[src/rtl/aes_pkg.sv]
// Shared AES-128 key schedule types, constants and the round-constant table.
package aes_pkg;

   localparam int unsigned RIDX_W = 4;
   localparam int unsigned AES_NR = 10;
   localparam int unsigned AES_KW = 128;

   typedef logic [31:0] aes_word;

   typedef enum logic [1:0] {
      IDLE,
      GEN,
      READY
   } state_t;

   // Round constant byte for rounds 1..10; other indices yield zero.
   function automatic logic [7:0] rcon(input logic [RIDX_W-1:0] r);
      logic [7:0] rc;
      case (r)
         4'd1:    rc = 8'h01;
         4'd2:    rc = 8'h02;
         4'd3:    rc = 8'h04;
         4'd4:    rc = 8'h08;
         4'd5:    rc = 8'h10;
         4'd6:    rc = 8'h20;
         4'd7:    rc = 8'h40;
         4'd8:    rc = 8'h80;
         4'd9:    rc = 8'h1b;
         4'd10:   rc = 8'h36;
         default: rc = 8'h00;
      endcase
      return rc;
   endfunction

endpackage

[src/rtl/aes_sbox.sv]
// Combinational AES forward S-box, one byte in, one byte out.
module aes_sbox (
   input  logic [7:0] in_i,
   output logic [7:0] out_o
);

   localparam logic [0:255][7:0] SBOX = {
      128'h637c777bf26b6fc53001672bfed7ab76,
      128'hca82c97dfa5947f0add4a2af9ca472c0,
      128'hb7fd9326363ff7cc34a5e5f171d83115,
      128'h04c723c31896059a071280e2eb27b275,
      128'h09832c1a1b6e5aa0523bd6b329e32f84,
      128'h53d100ed20fcb15b6acbbe394a4c58cf,
      128'hd0efaafb434d338545f9027f503c9fa8,
      128'h51a3408f929d38f5bcb6da2110fff3d2,
      128'hcd0c13ec5f974417c4a77e3d645d1973,
      128'h60814fdc222a908846eeb814de5e0bdb,
      128'he0323a0a4906245cc2d3ac629195e479,
      128'he7c8376d8dd54ea96c56f4ea657aae08,
      128'hba78252e1ca6b4c6e8dd741f4bbd8b8a,
      128'h703eb5664803f60e613557b986c11d9e,
      128'he1f8981169d98e949b1e87e9ce5528df,
      128'h8ca1890dbfe6426841992d0fb054bb16
   };

   // Table lookup indexed by the input byte.
   always_comb begin
      out_o = SBOX[in_i];
   end

endmodule

[src/rtl/aes_key_expand.sv]
// AES-128 key schedule: expands a cipher key into 11 round keys, one per
// clock, and serves them through a registered read port by round index.
module aes_key_expand #(
   parameter int unsigned NR = 10,
   parameter int unsigned KW = 128
) (
   input  logic          clk,
   input  logic          rst,
   input  logic [KW-1:0] key_in,
   input  logic          key_load,
   input  logic          rd_en,
   input  logic [3:0]    rd_round,
   output logic [KW-1:0] rd_key,
   output logic          rd_valid,
   output logic          busy,
   output logic          key_ready
);

   import aes_pkg::*;

   state_t              state_q;
   logic [RIDX_W-1:0]   cnt_q;
   logic [KW-1:0]       work_q;
   logic [KW-1:0]       work_d;
   logic [KW-1:0]       store_q [0:NR];
   logic [KW-1:0]       rd_key_q;
   logic [KW-1:0]       rd_key_d;
   logic                rd_valid_q;
   logic                busy_q;
   logic                key_ready_q;

   aes_word             rot_w;
   aes_word             sub_w;
   aes_word             temp_w;
   aes_word             n0, n1, n2, n3;

   assign rot_w = {work_q[23:0], work_q[31:24]};

   aes_sbox u_sbox0 (.in_i(rot_w[31:24]), .out_o(sub_w[31:24]));
   aes_sbox u_sbox1 (.in_i(rot_w[23:16]), .out_o(sub_w[23:16]));
   aes_sbox u_sbox2 (.in_i(rot_w[15:8]),  .out_o(sub_w[15:8]));
   aes_sbox u_sbox3 (.in_i(rot_w[7:0]),   .out_o(sub_w[7:0]));

   // Next round key from the working key and the current round's Rcon.
   always_comb begin
      temp_w = sub_w ^ {rcon(cnt_q), 24'h0};
      n0     = work_q[127:96] ^ temp_w;
      n1     = work_q[95:64]  ^ n0;
      n2     = work_q[63:32]  ^ n1;
      n3     = work_q[31:0]   ^ n2;
      work_d = {n0, n1, n2, n3};
   end

   // Read data: stored key only when the whole schedule is valid and the
   // index is in range; otherwise the all-zero "no key" value.
   always_comb begin
      rd_key_d = '0;
      if (key_ready_q && (rd_round <= 4'(NR))) begin
         rd_key_d = store_q[rd_round];
      end
   end

   // Key store: round 0 on load, rounds 1..NR during generation.
   always_ff @(posedge clk) begin
      if (key_load) begin
         store_q[0] <= key_in;
      end else if ((state_q == GEN) && (cnt_q <= 4'(NR))) begin
         store_q[cnt_q] <= work_d;
      end
   end

   // Control FSM with registered status and read-port outputs; the read
   // uses the pre-edge key_ready so a same-cycle load serves the old store.
   always_ff @(posedge clk or posedge rst) begin
      if (rst) begin
         state_q     <= IDLE;
         cnt_q       <= '0;
         work_q      <= '0;
         busy_q      <= 1'b0;
         key_ready_q <= 1'b0;
         rd_key_q    <= '0;
         rd_valid_q  <= 1'b0;
      end else begin
         if (rd_en) begin
            rd_key_q   <= rd_key_d;
            rd_valid_q <= 1'b1;
         end else begin
            rd_valid_q <= 1'b0;
         end

         if (key_load) begin
            state_q     <= GEN;
            work_q      <= key_in;
            cnt_q       <= 4'd1;
            busy_q      <= 1'b1;
            key_ready_q <= 1'b0;
         end else begin
            case (state_q)
               GEN: begin
                  work_q <= work_d;
                  cnt_q  <= cnt_q + 4'd1;
                  if (cnt_q == 4'(NR)) begin
                     state_q     <= READY;
                     busy_q      <= 1'b0;
                     key_ready_q <= 1'b1;
                  end
               end
               default: begin
                  state_q <= state_q;
               end
            endcase
         end
      end
   end

   assign rd_key    = rd_key_q;
   assign rd_valid  = rd_valid_q;
   assign busy      = busy_q;
   assign key_ready = key_ready_q;

endmodule

[config.mk]
export PLATFORM = sky130hd
export DESIGN_NAME = aes_key_expand
export DESIGN_NICKNAME = d
export VERILOG_FILES = /design/src/rtl/aes_pkg.sv /design/src/rtl/aes_sbox.sv /design/src/rtl/aes_key_expand.sv
export SDC_FILE = /design/constraint.sdc
export NUM_CORES = 2
export LEC_CHECK = 0
export BUFFER_PORTS_ARGS = -buffer_cell sky130_fd_sc_hd__buf_2
export CAP_MARGIN = 10
export CORE_MARGIN = 8
export CORE_UTILIZATION = 25
export CTS_CLUSTER_SIZE = 10
export DETAILED_ROUTE_END_ITERATION = 8
export MAX_ROUTING_LAYER = met4
export PLACE_DENSITY = 0.45
export SYNTH_ARGS = -nofsm -noshare
export SYNTH_HDL_FRONTEND = slang
export SYNTH_SLANG_ARGS = --single-unit
[constraint.sdc]
create_clock -name clk -period 34.4 [get_ports clk]
set_input_delay 1.72 -clock clk [delete_from_list [all_inputs] [get_ports clk]]
set_output_delay 1.72 -clock clk [all_outputs]
set_load 0.02 [all_outputs]
Word level (Yosys, flattened, before mapping)

Memories as Yosys holds them, arrays and structs flattened.
Index checks and enable logic that the tools add are counted.

Bits in read-only memories: 8320
Word-level logic and storage cells: 68
RAM bits: 1408
Input port bits: 136
Output and inout bits: 131
Memories: 6
Flip-flop bits (word level): 265

Magnitude comparators: 6
Reductions and logical operators: 6
Bitwise gates (word level): 9
Mux-type cells: 31
Eq/ne operators: 2
Add/subtract/negate cells: 1

Memory list:

| name             | words | width | read ports | clocked after memory_dff | wr ports | RTL line             | source |
|---|---|---|---|---|---|---|---|
| (name not given) | 256   | 8     | 1          | 0                        | 0        | aes_sbox.sv:28       | `out_o = SBOX[in_i];` |
| (name not given) | 256   | 8     | 1          | 0                        | 0        | aes_sbox.sv:28       |  |
| (name not given) | 256   | 8     | 1          | 0                        | 0        | aes_sbox.sv:28       |  |
| (name not given) | 256   | 8     | 1          | 0                        | 0        | aes_sbox.sv:28       |  |
| store_q          | 11    | 128   | 1          | 0                        | 1        | aes_key_expand.sv:25 | `logic [KW-1:0] store_q [0:NR];` |
| (name not given) | 16    | 8     | 1          | 0                        | 0        | aes_pkg.sv:19        | `case (r)` |

Operator list:

| kind                                                             | number |
|---|---|
| 128-bit two-way mux                                              | 4 |
| 32-bit bitwise XOR                                               | 5 |
| 128-bit OR reduction                                             | 1 |
| 8-bit two-way mux                                                | 8 |
| 9-bit greater-or-equal comparator (second input constant)        | 4 |
| 8-bit NOT with 9-bit output                                      | 4 |
| 1-bit two-way mux                                                | 13 |
| 4-bit two-way mux                                                | 3 |
| 4-bit <= comparator (second input constant)                      | 2 |
| 2-bit two-way mux                                                | 3 |
| 4-bit by 1-bit adder with 4-bit output (second input constant)   | 1 |
| 4-bit == test (second input constant)                            | 1 |
| 2-bit nonzero test                                               | 2 |
| 2-bit by 1-bit == test with 1-bit output (second input constant) | 1 |
| 1-bit logical AND                                                | 2 |
| 2-bit AND reduction                                              | 1 |

Logic depth before layout (Yosys ltp)

Word-level depth: 11
Gate-level depth with buffers: 15
Depth with buffers taken out: 11

Cells and area by module

From an unflattened synthesis, not the netlist that was laid out.

Cell total of the unflattened synthesis: 5803
Area total of the unflattened synthesis: 79426.2 µm²

Modules (own cells, without submodules):

| module         | sequential area each (µm²) | area each (µm²) | cells each | instances |
|---|---|---|---|---|
| aes_key_expand | 48861.9                    | 66709.0         | 3775       | 1 |
| aes_sbox       | 0.0                        | 3179.3          | 507        | 4 |

Least setup slack after synthesis

No wires, ideal clock.

Path kind: input-to-reg
Start: input port key_load
End: memory store_q[8][0], enable pin
Cell stages on the path: 5
Data required time: 33.425 ns
Library setup time: 0.975 ns
Data arrival time: 15.598 ns
Setup slack: 17.828 ns
Path buffers: 2
Cells stage by stage: nor2_1 nand2_1 clkbuf_1 buf_1 nor4b_1

Word-level cells in the longest chain between the ends: 4
Elaborated cells between the ends (all ways): 7
Those cells by class: mux: 6; reduce/logical: 1

Ends and longest elaborated chain:

| element                                                          | RTL line             | source |
|---|---|---|
| from (decl)                                                      | aes_key_expand.sv:10 | `input logic key_load,` |
| 1-bit two-way mux                                                | aes_key_expand.sv:65 | `if (key_load) begin` |
| 1-bit two-way mux (not written as such)                          | aes_key_expand.sv:68 | `store_q[cnt_q] <= work_d;` |
| 128-bit OR reduction (no line)                                   | --                   |  |
| 4-bit two-way mux (no line) or 1-bit two-way mux (tied branches) | --                   |  |
| to (decl)                                                        | aes_key_expand.sv:25 |  |

Several ways; a longest one is shown, not always the timed one.

Worst setup path in the final report

Start: register work_q[1]
End: memory store_q[10][14], data pin

Word-level cells in the longest chain between the ends: 10

Ends and longest elaborated chain:

| element                                              | RTL line              | source |
|---|---|---|
| from (decl)                                          | aes_key_expand.sv:23  | `logic [KW-1:0] work_q;` |
| from (signal assigned)                               | aes_key_expand.sv:93  | `work_q <= key_in;` |
| from (signal assigned)                               | aes_key_expand.sv:100 | `work_q <= work_d;` |
| 8-bit NOT with 9-bit output (not written as such)    | aes_sbox.sv:28        |  |
| memory 256 x 8 bit                                   | --                    |  |
| 8-bit two-way mux (not written as such) (2 in a row) | aes_sbox.sv:28        |  |
| 32-bit bitwise XOR                                   | aes_key_expand.sv:46  | `temp_w = sub_w ^ {rcon(cnt_q), 24'h0};` |
| 32-bit bitwise XOR                                   | aes_key_expand.sv:47  | `n0 = work_q[127:96] ^ temp_w;` |
| 32-bit bitwise XOR                                   | aes_key_expand.sv:48  | `n1 = work_q[95:64] ^ n0;` |
| 32-bit bitwise XOR                                   | aes_key_expand.sv:49  | `n2 = work_q[63:32] ^ n1;` |
| 32-bit bitwise XOR                                   | aes_key_expand.sv:50  | `n3 = work_q[31:0] ^ n2;` |
| 128-bit two-way mux (no line)                        | --                    |  |

Every way passes these cells. The select of a mux whose other input is x is not followed.

==> impl_metrics.ini <==
[status]
status = finished clean

[die]
start_util_pct = 25.1
die_x_um = 591
rows = 211
die_y_um = 591
dieArea_um2 = 349000
core_area_um2 = 329000
io_pins = 267

[worst_setup_path]
worstPathArrival_ns = 7.23
r2r-end = store_q[10][14]
reg2reg_slack_ns = 27.69
rr_startpoint = work_q[1]
worstPathRequired_ns = 34.92
cp_max_fo = 36
reg2reg_depth = 12
end_kind = register
criticalPathCategory = register to register
crit_path_start_kind = register

[clock_network]
post-cts-setup-buffers = 0
clock-sinks = 1671
h-tree-depth = 4
cts_tree = done
ctsResizeCount = 0
clk_pin_slew_ns = 0.06
ctsHoldBuffers = 0
clock_path_buffers = 4
cts_root_buf = clkbuf_16
worstSkewPairLatency_ns = 0.87
cts_buffers = 201

[cells_and_area]
area_growth_pct = 15.0
drive_above_1_share_pct = 17.4
fillCellCount = 33600
nets = 6774

[timing]
slew_violations = 0
relSlewSlack_pct = 17.1
final.min_clock_period_ns = 6.71
timing.fmax_ghz = 0.149
hold_viol = 0
rsz0062_at_grt = false
fin_ws_ns = 27.69
skew_ns = 0.0740
setup_viol = 0
setup_tns_ns = 0
min_period_over_period_pct = 19.5
worstMarginPinSlew_ns = 1.24

[synthesis]
synth_seq_cells = 1671
syn-cell-area_um2 = 82600
synthCells = 6431
synth_edf_count = 1408
ys_seq_area_share_pct = 59.2
yosys.area.top_type = edfxtp_1
syn_avg_cell_area_um2 = 12.8
synth_ff_type = edfxtp_1
yosys_warnings = 0
synthDistinctLibCells = 98
netlist.area_leader.share_pct = 51.2
synth.most_common_cell = edfxtp_1
synth_common_cells = edfxtp_1, nand2_1, o21ai_0
synthArstFlopShare_pct = 15.7
synthTopCellsByArea = edfxtp_1, mux4_2, dfrtp_1, mux2i_1, o21ai_0
syn_nets = 6631

[drt]
drtIter0Drc = 5685
route.detailed.wl_per_inst_um = 29.0
via_count = 56900
route.detailed.drc = 0
drt-pass1-iter-count = 6
via_per_inst = 5.12
wirelength_um = 322000
ant_nets = 0

[pwr]
comb_power_share_pct = 50.2
clock_power_share_pct = 18.7
pwr-share-seq_pct = 31.1
intPower_w = 0.00584
powerDensity_nw_per_um2 = 109
cellLeakagePower_nw = 32.8
p_sw_share_pct = 43.7
p_switching_w = 0.00454
ir_drop_mv = 0.0574
finalPower_w = 0.0104

[min_path]
min_from = rd_key[35]
min_to = rd_key[35]
hp-class = register to register
whs_path_depth = 2

[global_routing]
grt_overflow_total = 0
grt_use_total_pct = 18.3
antenna_found_initial = 21
first_global_vias = 56700
grt_pass1_wl_um = 450000
grt_start_max_net_pins = 139

[flow_run]
cap_violations = 0

[place]
numPortBuffers = 266
dp_hpwl_um = 207000
place_ws_ns = 27.47
place.gp.congestion = 0.944
[registers in the layout (all words and copies together) (netlist names)]
register and count:
cnt_q 4, rd_valid 1, rd_key 128, key_ready 1, store_q 1408, work_q 128
state_q 1
[cell usage in the layout, fill, tap and decap left out, drive strengths merged, types with 59 or more instances in the layout]
master	synthesis	final
edfxtp	1408	1408
nand2	494	494
buf	196	477
o21ai	459	459
nor2	369	369
clkbuf	349	348
a21oi	310	310
mux2i	308	308
mux4	300	300
dfrtp	263	263
inv	183	188
xnor2	165	165
o22ai	143	143
nand2b	106	106
nand3	104	104
nor3	100	100
nor2b	89	89
a31oi	78	78
ha	63	63
o211ai	60	60
mux2	59	59
a211oi	59	59
[power groups by stage]
stage          Combinational (W)  Sequential [W]  Clock (W)
2_1_floorplan            0.00304         0.00322          0
3_3_place_gp             0.00515         0.00326          0
3_5_place_dp             0.00516         0.00327          0
4_1_cts                  0.00518         0.00323    0.00200
5_1_grt                  0.00553         0.00326    0.00207
6_report                 0.00521         0.00323    0.00195
[layer usage]
| metal | up-vias | share of wire (%) | GRT usage [%] |
|---|---|---|---|
| li1 | 24900 | - | - |
| met1 | 29500 | 42 | 23.3 |
| met2 | 2009 | 48 | 29.8 |
| met3 | 484 | 5.2 | 2.37 |
| met4 | 0 | 4.4 | 6.90 |
| met5 | - | 0 | - |
[kinds of logic (layout without fill, tap and decap cells)]
family	count (synthesis)	in the layout	share of synthesized area [%]
other cells	0	15	0
xor+xnor	237	237	2.83
compound gates	1536	1536	12.0
fa+ha+maj	64	64	0.979
simple gates	1512	1512	8.71
buf+inv	744	1046	3.58
flops	1671	1671	59.2
mux	667	667	12.7
[per-stage QoR]
step | hold slack [ns] | utilization [%] | cell area (um^2) | instances
2_1_floorplan | 0.519 | - | 82600 | 6431
3_3_place_gp | 0.511 | 27.0 | 89000 | 10700
3_5_place_dp | 0.516 | 27.0 | 89000 | 10700
4_1_cts | 0.525 | 28.8 | 94800 | 11100
5_1_grt | 0.542 | 28.8 | 94900 | 11100
6_report | 0.520 | 28.8 | 95000 | 11100
[worst max-delay path: stages (launching register included)]
cell and delay, ns:
dfrtp_1 0.32, buf_4 0.39, clkinv_1 0.60, ha_1 0.90, nor2_1 0.84, o21ai_0 0.21, a311o_1 0.36, a221oi_1 0.33
a41oi_1 0.21, xor2_1 0.33, xnor2_1 0.84, xnor2_1 0.12, o21ai_0 0.87
[worst max path at each step]
| stage | from | to | slack [ns] | cells past startpoint |
|---|---|---|---|---|
| 2_1_floorplan | key_load | store_q[8][0] | 17.83 | 5 |
| 3_3_place_gp | rd_round[1] | rd_key[11] | 27.46 | 11 |
| 3_5_place_dp | rd_round[1] | rd_key[19] | 27.47 | 11 |
| 4_1_cts | work_q[17] | store_q[10][26] | 27.78 | 12 |
| 5_1_grt | work_q[1] | store_q[8][14] | 27.27 | 12 |
| 6_report | work_q[1] | store_q[10][14] | 27.69 | 12 |
[cell type report]
class | instances | area (um^2) | share of cell area, %
Antenna cell | 15 | 37.5 | 0.0395
Clock buffer | 340 | 5610 | 5.91
Clock inverter | 22 | 249 | 0.262
Inverter | 199 | 757 | 0.797
Multi-Input combinational cell | 4016 | 30900 | 32.5
Sequential cell | 1671 | 48900 | 51.5
Tap cell | 4366 | 5460 | 5.75
Timing Repair Buffer | 485 | 3100 | 3.26
Note: power is estimated with default switching activity, not from simulation.
